`config.mk`:
```
export PLATFORM = sky130hd
export DESIGN_NAME = mainfsm_hs
export DESIGN_NICKNAME = d
export VERILOG_FILES = /design/src/rtl/mainfsm_hs.sv
export SDC_FILE = /design/constraint.sdc
export NUM_CORES = 1
export LEC_CHECK = 0
export CAP_MARGIN = 10
export CORE_UTILIZATION = 40
export CTS_CLUSTER_SIZE = 28
export DETAILED_ROUTE_END_ITERATION = 16
export MAX_ROUTING_LAYER = met4
export PLACE_DENSITY = 0.71
export SLEW_MARGIN = 20
export SYNTH_ARGS = -nofsm -noshare
export SYNTH_HDL_FRONTEND = slang
export SYNTH_SLANG_ARGS = --single-unit
```
`constraint.sdc`:
```
create_clock -name clk -period 2.1 [get_ports clk]
set_input_delay 0.315 -clock clk [delete_from_list [all_inputs] [get_ports clk]]
set_output_delay 0.315 -clock clk [all_outputs]
set_load 0.01 [all_outputs]
```
`src/rtl/mainfsm_hs.sv`:
```
// Multicycle main control FSM with memory ready handshake, stall timeout and sticky fault.
// Optional branch-with-link path enabled by defining MAINFSM_BL_EN.
module mainfsm_hs #(
  parameter int TIMEOUT_CYCLES = 16,
  parameter int CNT_W          = 5
) (
  input  logic       clk,
  input  logic       reset_n,
  input  logic [1:0] Op,
  input  logic [5:0] Funct,
  input  logic       mem_ready,
  output logic       mem_req,
  output logic       IRWrite,
  output logic       AdrSrc,
  output logic [1:0] ALUSrcA,
  output logic [1:0] ALUSrcB,
  output logic [1:0] ResultSrc,
  output logic       NextPC,
  output logic       RegW,
  output logic       MemW,
  output logic       Branch,
  output logic       ALUOp,
  output logic       LinkW,
  output logic       fault,
  output logic [3:0] state_o
);

  localparam logic [3:0] S_FETCH    = 4'd0;
  localparam logic [3:0] S_DECODE   = 4'd1;
  localparam logic [3:0] S_MEMADR   = 4'd2;
  localparam logic [3:0] S_MEMRD    = 4'd3;
  localparam logic [3:0] S_MEMWB    = 4'd4;
  localparam logic [3:0] S_MEMWR    = 4'd5;
  localparam logic [3:0] S_EXECUTER = 4'd6;
  localparam logic [3:0] S_EXECUTEI = 4'd7;
  localparam logic [3:0] S_ALUWB    = 4'd8;
  localparam logic [3:0] S_BRANCH   = 4'd9;
  localparam logic [3:0] S_UNKNOWN  = 4'd10;
  localparam logic [3:0] S_BRANCHL  = 4'd11;
  localparam logic [3:0] S_FAULT    = 4'd12;

  localparam logic [CNT_W-1:0] TIMEOUT_V = CNT_W'(TIMEOUT_CYCLES);
  localparam logic [CNT_W-1:0] CNT_MAX   = {CNT_W{1'b1}};

  logic [3:0]       state_r;
  logic [3:0]       next_state_s;
  logic [CNT_W-1:0] wait_cnt_r;
  logic [CNT_W-1:0] wait_cnt_next_s;
  logic             mem_state_s;
  logic             timeout_s;
  logic             unused_s;

  assign mem_state_s = (state_r == S_FETCH) || (state_r == S_MEMRD) || (state_r == S_MEMWR);
  // A ready in the timeout cycle still completes the access normally.
  assign timeout_s   = (TIMEOUT_CYCLES != 32'sd0) && (wait_cnt_r == TIMEOUT_V) && !mem_ready;
  assign state_o     = state_r;
  assign fault       = (state_r == S_FAULT);
  assign unused_s    = ^Funct[4:1];

  // State and wait-counter registers
  always_ff @(posedge clk or negedge reset_n) begin
    if (!reset_n) begin
      state_r    <= S_FETCH;
      wait_cnt_r <= {CNT_W{1'b0}};
    end else begin
      state_r    <= next_state_s;
      wait_cnt_r <= wait_cnt_next_s;
    end
  end

  // Next-state decode
  always_comb begin
    next_state_s = state_r;
    case (state_r)
      S_FETCH: begin
        if (mem_ready)      next_state_s = S_DECODE;
        else if (timeout_s) next_state_s = S_FAULT;
        else                next_state_s = S_FETCH;
      end
      S_DECODE: begin
        case (Op)
          2'b00: begin
            if (Funct[5]) next_state_s = S_EXECUTEI;
            else          next_state_s = S_EXECUTER;
          end
          2'b01: next_state_s = S_MEMADR;
          2'b10: begin
`ifdef MAINFSM_BL_EN
            if (Funct[4]) next_state_s = S_BRANCHL;
            else          next_state_s = S_BRANCH;
`else
            next_state_s = S_BRANCH;
`endif
          end
          default: next_state_s = S_UNKNOWN;
        endcase
      end
      S_EXECUTER, S_EXECUTEI: next_state_s = S_ALUWB;
      S_ALUWB:                next_state_s = S_FETCH;
      S_MEMADR: begin
        if (Funct[0]) next_state_s = S_MEMRD;
        else          next_state_s = S_MEMWR;
      end
      S_MEMRD: begin
        if (mem_ready)      next_state_s = S_MEMWB;
        else if (timeout_s) next_state_s = S_FAULT;
        else                next_state_s = S_MEMRD;
      end
      S_MEMWB: next_state_s = S_FETCH;
      S_MEMWR: begin
        if (mem_ready)      next_state_s = S_FETCH;
        else if (timeout_s) next_state_s = S_FAULT;
        else                next_state_s = S_MEMWR;
      end
      S_BRANCH, S_BRANCHL, S_UNKNOWN: next_state_s = S_FETCH;
      S_FAULT:                        next_state_s = S_FAULT;
      default:                        next_state_s = S_FETCH;
    endcase
  end

  // Wait counter: counts only while stalled in a memory state, zero otherwise
  always_comb begin
    wait_cnt_next_s = {CNT_W{1'b0}};
    if (mem_state_s && !mem_ready && (next_state_s == state_r)) begin
      if (wait_cnt_r != CNT_MAX) wait_cnt_next_s = wait_cnt_r + CNT_W'(1);
      else                       wait_cnt_next_s = wait_cnt_r;
    end else begin
      wait_cnt_next_s = {CNT_W{1'b0}};
    end
  end

  // Moore output decode; FETCH strobes are gated by ready and by reset
  always_comb begin
    mem_req   = 1'b0;
    IRWrite   = 1'b0;
    AdrSrc    = 1'b0;
    ALUSrcA   = 2'b00;
    ALUSrcB   = 2'b00;
    ResultSrc = 2'b00;
    NextPC    = 1'b0;
    RegW      = 1'b0;
    MemW      = 1'b0;
    Branch    = 1'b0;
    ALUOp     = 1'b0;
    LinkW     = 1'b0;
    case (state_r)
      S_FETCH: begin
        if (reset_n) begin
          mem_req = 1'b1;
          IRWrite = mem_ready;
          NextPC  = mem_ready;
        end else begin
          mem_req = 1'b0;
          IRWrite = 1'b0;
          NextPC  = 1'b0;
        end
        ALUSrcA   = 2'b01;
        ALUSrcB   = 2'b10;
        ResultSrc = 2'b10;
      end
      S_DECODE: begin
        ALUSrcA   = 2'b01;
        ALUSrcB   = 2'b10;
        ResultSrc = 2'b10;
      end
      S_EXECUTER: ALUOp = 1'b1;
      S_EXECUTEI: begin
        ALUSrcB = 2'b01;
        ALUOp   = 1'b1;
      end
      S_ALUWB:  RegW = 1'b1;
      S_MEMADR: ALUSrcB = 2'b01;
      S_MEMRD: begin
        mem_req = reset_n;
        AdrSrc  = 1'b1;
      end
      S_MEMWB: begin
        RegW      = 1'b1;
        ResultSrc = 2'b01;
      end
      S_MEMWR: begin
        mem_req = reset_n;
        AdrSrc  = 1'b1;
        MemW    = 1'b1;
      end
      S_BRANCH: begin
        Branch    = 1'b1;
        ALUSrcA   = 2'b10;
        ALUSrcB   = 2'b01;
        ResultSrc = 2'b10;
      end
      S_BRANCHL: begin
        Branch    = 1'b1;
        ALUSrcA   = 2'b10;
        ALUSrcB   = 2'b01;
        ResultSrc = 2'b10;
        RegW      = 1'b1;
`ifdef MAINFSM_BL_EN
        LinkW     = 1'b1;
`endif
      end
      default: begin
        mem_req = 1'b0;
      end
    endcase
  end

endmodule

```
==> Word-level counts from Yosys, hierarchy flattened <==
Index checks and enable logic that the tools add are counted.
{ "word_totals": {"mem_bits_ro": 0, "reg_bits": 9, "mem_count": 0, "out_inout_bits": 20, "latchBits": 0, "input_bits": 11, "word_cells": 59, "ram_bits": 0} }
{ "classes": {"n_mul": 0, "div": 0, "muxes": 24, "addsub": 1, "eq_ne": 17, "order_cmp": 0, "shifts": 0, "bitwise_logic": 0, "n_reduce_logical": 15} }
{ "op_table": {"columns": ["operator", "n"], "rows": [
  ["4-bit case mux with 7 select lines", 1],
  ["4-bit 2-to-1 mux", 6],
  ["4-bit by 3-bit equality test with 1-bit output (second input constant)", 4],
  ["4-bit equality test (second input constant)", 4],
  ["2-bit case mux with 2 select lines", 3],
  ["4-bit case mux with 3 select lines", 1],
  ["5-bit 2-to-1 mux", 2],
  ["1-bit 2-to-1 mux", 9],
  ["4-bit by 2-bit equality test with 1-bit output (second input constant)", 2],
  ["2-bit OR reduction", 4],
  ["4-bit OR reduction", 2],
  ["5-bit by 1-bit adder with 5-bit output (second input constant)", 1],
  ["5-bit equality test (second input constant)", 1],
  ["5-bit inequality test (second input constant)", 1],
  ["4-bit by 1-bit equality test with 1-bit output (second input constant)", 1],
  ["4-bit equality test", 1],
  ["4-bit zero test", 1],
  ["1-bit logical AND", 3],
  ["3-bit 2-to-1 mux", 1],
  ["3-bit OR reduction", 1],
  ["2-bit by 1-bit equality test with 1-bit output (second input constant)", 1],
  ["2-bit equality test (second input constant)", 1],
  ["2-bit zero test", 1],
  ["1-bit logical OR", 2],
  ["3 further kinds", 3]
]} }

==> Depth between registers and ports, before layout <==
Gate-level depths: netlist of run 1.
{ "depth": {"depth_word": 8, "mapped_depth": 6} }

==> Worst setup path after synthesis of run 1 <==
No wires, ideal clock.
{ "synth_path": {"kind": "reg2out", "startpoint": "reg state_r[0] (netlist: state_o[0])", "endpoint": "out NextPC", "required_time_ns": 1.785, "path_buffers": 3, "setup_slack_ns": 0.344, "stages_incl_launch_ff": 7, "arrival_ns": 1.441, "path_cell_list": "dfrtp_1 buf_6 clkbuf_8 nor2_1 nand3_1 nor3_1 buf_4"} }
{ "synth_via": {"elab_chain_len": 2} }
{ "synth_rtl": {"columns": ["item", "line", "source"], "rows": [
  ["from (decl)", "45", "logic [3:0] state_r;"],
  ["from (signal assigned)", "66", "state_r <= next_state_s;"],
  ["4-bit zero test", null, null],
  ["1-bit 2-to-1 mux", null, null],
  ["to (decl)", "18", "output logic NextPC,"]
]} }
No other way between the ends.

==> Worst setup path in the final report of run 1 <==
{ "layout_path": {"startpoint": "reg state_r[1] (netlist: state_o[1])", "endpoint": "out ResultSrc[1]"} }
{ "layout_via": {"elab_chain_len": 3, "elab_cells_between_ends": 7} }
{ "layout_rtl": {"columns": ["item", "line", "source"], "rows": [
  ["4-bit by 1-bit equality test with 1-bit output, or another cell as far along", "146", "case (state_r)"],
  ["4-bit OR reduction (no source line)", null, null],
  ["2-bit case mux with 2 select lines *", "146", null],
  ["to (decl)", "17", "output logic [1:0] ResultSrc,"]
]} }
Every way passes the cells marked *; elsewhere a longest branch is shown, timed or not.

==> reports/qor.yml, run 1 <==
status: "completed"
period_needed_ns: 2.03
synth_cell_types: 39
cts_buffers: 3
cts_tree: "built"
die_h_um: 48.3
synth.net_count: 111
syn_to_final_growth_pct: 35.0
arrival_ns: 1.71
grt_pass1_vias: 675
critPathMaxStageDelay_ns: 0.56
ir_drop_uv: 672
finalWirelength_um: 1940
final_cells: 151
synth_top_area_cell: "dfrtp_1"
via_per_inst: 5.30
async_reset_ff_share_pct: 100
synth_edf_count: 0
worstSetupStartpointType: "flip-flop"
final-seq-area_um2: 229
stdcell_area_um2: 1160
dieArea_um2: 2330
dr.pass1.iters: 4
cts.sinks: 9
syn_avg_cell_area_um2: 8.84
diodes: 0
setup_viol: 0
power_leakage_nw: 0.583
drtAntennaViolNets: 0
multi_input_comb_area_um2: 526
worstSetupPathType: "flip-flop to primary output"
placed_cell_area_um2: 1090
ys_seq_area_share_pct: 26.3
dp.cells: 146
grt_start_max_net_pins: 17
rsz0062_at_grt: "false"
final_nets: 139
gp_congestion: 0.874
wire_per_inst_um: 12.9
yosys-top-cells-area: "dfrtp_1 26%, buf_6 6.6%, nor2_1 6.6%, ha_1 4.4%, a21oi_1 3.5%"
grtUsageTotal_pct: 19.6
crit_required_ns: 1.78
num_rows: 16
synth_warnings: 0
insertion_delay_ns: 0.27
cts_hold_buf: 0
io_buffers: 25
root_buffer: "clkbuf_4"
initial_utilization_pct: 43.2
max-clock-path-buffers: 2
fin_crit_sh_pct: 96.5
hold_viol_final: 0
grt-ovfl-total: 0
layout_common_cells: "15 x nor2_1, 14 x clkdlybuf4s50_1, 9 x buf_4"
ioPinCount: 31
crit_top_cell: "nor2_1"
drcViolationCount: 0
clock_skew_ns: 0.00465
fill_cells: 172
setup_tns_ns: 0
powerDensity_nw_per_um2: 1300
hpwl_um: 1410
ys_ff_latch: 9
die_w_um: 48.3
netlist_area_um2: 857
worstHoldPathType: "input port to asynchronous set/reset pin"
cp_slowest_cell: "clkdlybuf4s50_1"
synth_flop_cell: "dfrtp_1"
vias: 800
grt_pass1_wl_um: 2950
fmax_mhz: 494
cts_htree_levels: 1
drtIter0Drc: 24
cp_max_fo: 15
maxCapViolations: 0
drive_gt1_share_pct: 22.6
syn_inst: 97
layout_commonest_cell: "nor2_1"
core_um2: 1980
path_clk_slew_ns: 0.06
yosysTopAreaCellShare_pct: 26.3
drv_slew: 0
path_cells: "buf_4 -> nor2_1 -> a21oi_1 -> nor2_1 -> clkdlybuf4s50_1"
worstSetupEndpointType: "primary output"
totalPowerFinal_mw: 1.50
antenna_found_initial: 0
timing.hold.ws_ns: 0.378
## cell families (layout without fill, tap and decap cells)
group / Yosys count / after routing / share of synthesized area (%)
mux: 3 / 3 / 3.50
flops: 9 / 9 / 26.3
simple gates: 44 / 44 / 30.1
other cells: 1 / 1 / 0.438
xor+xnor: 5 / 5 / 5.11
buf+inv: 15 / 42 / 14.7
fa+ha+maj: 3 / 3 / 4.38
compound gates: 17 / 17 / 15.5
## Yosys cell counts (3+ instances only)
master	instances
nor2_1	15
dfrtp_1	9
a21oi_1	6
buf_6	5
nor3_1	5
inv_1	4
nand2_1	4
and2_1	3
buf_4	3
ha_1	3
mux2i_1	3
nand2b_1	3
xnor2_1	3
## stage by stage
step | utilization, % | setup slack [ns]
global route | 58.4 | 0.0107
CTS | 57.6 | 0.0162
global placement | 55.0 | 0.0494
floorplan | - | 0.344
detailed placement | 55.0 | 0.0313
finish | 58.4 | 0.0739
## critical path, delay by kind of cell, from the launching register on
kind	cells	cell delay [ns]
flip-flops	1	0.45
buffers and inverters	2	0.76
AO/OA/AOI/OAI	1	0.04
AND/OR/NAND/NOR	2	0.19
## registers in the layout, indices dropped and copies added (netlist names)
name	cells
wait_cnt_r	5
state_o	4
## worst paths after layout
check / slack [ns] / cells after the start / from / end
min: 0.38 / 2 / reset_n / wait_cnt_r[1]$_DFFE_PN0P_
max reg2reg: 0.46 / 6 / wait_cnt_r[0]$_DFFE_PN0P_ / state_o[2]$_DFF_PN0_
max: 0.07 / 5 / state_o[1]$_DFF_PN0_ / ResultSrc[1]
max in group asynchronous: 1.57 / 2 / reset_n / state_o[0]$_DFF_PN0_
min in group clk: 0.57 / 2 / wait_cnt_r[3]$_DFFE_PN0P_ / wait_cnt_r[3]$_DFFE_PN0P_
min reg2reg: 0.57 / 2 / wait_cnt_r[3]$_DFFE_PN0P_ / wait_cnt_r[3]$_DFFE_PN0P_
## power breakdown
group,total [mW],switching [mW],internal [mW]
sequential,0.298,0.0700,0.228
combinational,1.07,0.533,0.536
clock,0.136,0.0656,0.0705
total,1.50,0.668,0.835
## repair_timing
action	4_1_cts	5_1_grt
setup endpoints to repair	9	7
setup buffers	1	0
resized for setup	11	7
## per-layer routing
layer | wire length, µm | part of all wire (%) | track usage, %
met5 | 0 | 0 | -
met1 | 847 | 44 | 24.3
met3 | 110 | 5.7 | 5.93
met4 | 25 | 1.3 | 6.11
met2 | 961 | 49 | 30.4
## layout make-up
class	count	share of cell area [%]
multi-input cells	73	45.4
repair buffers	34	28.2
flip-flops and latches	9	19.8
well taps	27	2.92
clock buffers	3	1.95
inverters	4	1.30
clock inverters	1	0.432
No activity file was read; power rests on OpenSTA's default activity.
==> run 2, diff against run 1 <==
GPL_TIMING_DRIVEN = 0   (was unset)
==> run 2 against run 1 <==
  * Clock power hardly changed
  * Design area up 3.6%
  * Sequential share of layout area fell by 0.79 points
  * Highest routed layer is now met3
  * Register-to-register slack barely moved
  * Fmax up 0.78%
  * Count of clock-buffer cells in the layout increased by 1
  * Combinational power increased by 8%
  * Cell count grew 0.66%
  * Clock skew fell by 0.0016 ns
  * First-iteration DRC count decreased by 33%
  * Largest cell class unchanged
==> reports/qor.yml, run 2 (synthesized netlist as in run 1, its figures left out) <==
largest_reg_flops: 5  # unchanged
cts.sinks: 9  # unchanged
drive_gt1_share_pct: 24.8  # +2.2 points
gp_congestion: 0.888  # +1.6%
grt_pass1_wl_um: 2800  # -5.1%
drv_slew: 0  # unchanged
worstSetupStartpointType: "flip-flop"
worstSetupPathType: "flip-flop to primary output"
worstSetupEndpointType: "primary output"
totalPowerFinal_mw: 1.59  # +6.0%
num_rows: 16  # unchanged
hpwl_um: 1320  # -6.9%
diodes: 0  # unchanged
cts_tree: "built"
wire_per_inst_um: 11.9  # -7.5%
drtAntennaViolNets: 0  # unchanged
die_w_um: 48.3  # unchanged
clock_skew_ns: 0.00307  # -0.00158 ns
cts_buffers: 3  # unchanged
power_leakage_nw: 0.572  # -1.8%
insertion_delay_ns: 0.26  # about the same
crit_end: "Branch"
rr_startpoint: "wait_cnt_r[0]$_DFFE_PN0P_"
post_cts_buffers: 0  # -1
grt-ovfl-total: 0  # unchanged
reg2reg_slack_ns: 0.45  # about the same
path_clk_slew_ns: 0.06  # about the same
crit_required_ns: 1.78  # about the same
cts_htree_levels: 1  # unchanged
rsz0062_at_grt: "false"
cts_hold_buf: 0  # unchanged
ir_drop_uv: 654  # -2.7%
rr_endpoint: "wait_cnt_r[3]$_DFFE_PN0P_"
arrival_ns: 1.70  # about the same
powerDensity_nw_per_um2: 1330  # +2.4%
period_needed_ns: 2.01  # -0.0157 ns
finalWirelength_um: 1810  # -6.8%
final_nets: 140  # +0.72%
worstHoldPathType: "input port to asynchronous set/reset pin"
core_um2: 1980  # unchanged
grtUsageTotal_pct: 18.2  # -1.4 points
grt_start_max_net_pins: 12  # -5
io_buffers: 25  # unchanged
via_per_inst: 5.15  # -2.8%
max-clock-path-buffers: 2  # unchanged
maxCapViolations: 0  # unchanged
reg2reg_depth: 6  # unchanged
dieArea_um2: 2330  # unchanged
drtIter0Drc: 16  # -33%
antenna_found_initial: 0  # unchanged
fin_crit_sh_pct: 95.7  # -0.75 points
setup_viol: 0  # unchanged
layout_common_cells: "14 x nor2_1, 12 x clkdlybuf4s50_1, 7 x dfrtp_1"
grt_pass1_vias: 628  # -7.0%
setup_tns_ns: 0  # unchanged
fmax_mhz: 497  # +0.78%
regMostFlops: "wait_cnt_r"
cp-startpoint: "state_o[2]$_DFF_PN0_"
cp_max_fo: 9  # -6
syn_to_final_growth_pct: 39.9
layout_commonest_cell: "nor2_1"
ioPinCount: 31  # unchanged
vias: 783  # -2.1%
final_core_util_pct: 60.5  # +2.1 points
fill_cells: 178  # +3.5%
hold_viol_final: 0  # unchanged
root_buffer: "clkbuf_4"
initial_utilization_pct: 43.2  # unchanged
drcViolationCount: 0  # unchanged
dr.pass1.iters: 4  # unchanged
status: "completed"
die_h_um: 48.3  # unchanged
==> run 2: stage by stage <==
| stage | cells | hold slack [ns] | cell area (µm²) | setup WS [ns] |
|---|---|---|---|---|
| after floorplan | 97 | 0.0194 | 857 | 0.344 |
| after global placement | 149 | 0.548 | 1140 | -0.335 |
| after detailed placement | 149 | 0.561 | 1140 | -0.318 |
| after CTS | 152 | 0.104 | 1190 | 0.0224 |
| after global routing | 152 | 0.120 | 1200 | 0.0164 |
| final | 152 | 0.0964 | 1200 | 0.0896 |
==> run 2: how the worst min path moves through the flow <==
stage                                    startpoint                   endpoint  slack [ns]  depth (start not counted)
after floorplan                             reset_n       state_o[0]$_DFF_PN0_        0.02                          0
after global placement    wait_cnt_r[3]$_DFFE_PN0P_  wait_cnt_r[3]$_DFFE_PN0P_        0.55                          2
after detailed placement  wait_cnt_r[3]$_DFFE_PN0P_  wait_cnt_r[3]$_DFFE_PN0P_        0.56                          2
after CTS                                   reset_n  wait_cnt_r[1]$_DFFE_PN0P_        0.10                          1
after global routing                        reset_n  wait_cnt_r[1]$_DFFE_PN0P_        0.12                          1
final                                       reset_n  wait_cnt_r[1]$_DFFE_PN0P_         0.1                          1
==> run 2: cell type report <==
cell class                 instances  area [µm²]  share of cell area (%)
inverter                           4        15.0                    1.25
timing repair buffer              25         248                    20.7
tap                               27        33.8                    2.82
sequential                         9         228                    19.0
clock buffer                       4        26.3                    2.19
buffer                            10         106                    8.87
multi-input combinational         73         542                    45.2
==> run 2: what timing repair did <==
action | 4_1_cts | 5_1_grt
endpoints found under the setup margin | 12 | 5
gates resized for setup | 20 | 5
pin swaps | 1 | 1
hold endpoints to repair | 0 | 0
==> run 2: layer usage <==
metal	wire length [µm]	up-vias	GRT usage [%]	share of wire (%)
met5	0	-	-	0
met4	0	0	3.33	0
met3	115	0	6.67	6.4
met2	851	26	25.3	47
met1	843	368	25.3	47
li1	-	389	-	-
==> run 2: critical path, stage by stage, from the launching register on <==
cell and delay [ns]:
dfrtp_1 0.39, buf_6 0.14, and2b_2 0.22, and2_1 0.15, clkdlybuf4s50_1 0.53
==> run 2: report_power, final <==
group / leakage, nW / internal [mW] / switching, mW
Combinational: 0.440 / 0.611 / 0.552
Clock: 0.0150 / 0.0732 / 0.0594
Sequential: 0.117 / 0.227 / 0.0706
Total: 0.572 / 0.911 / 0.682
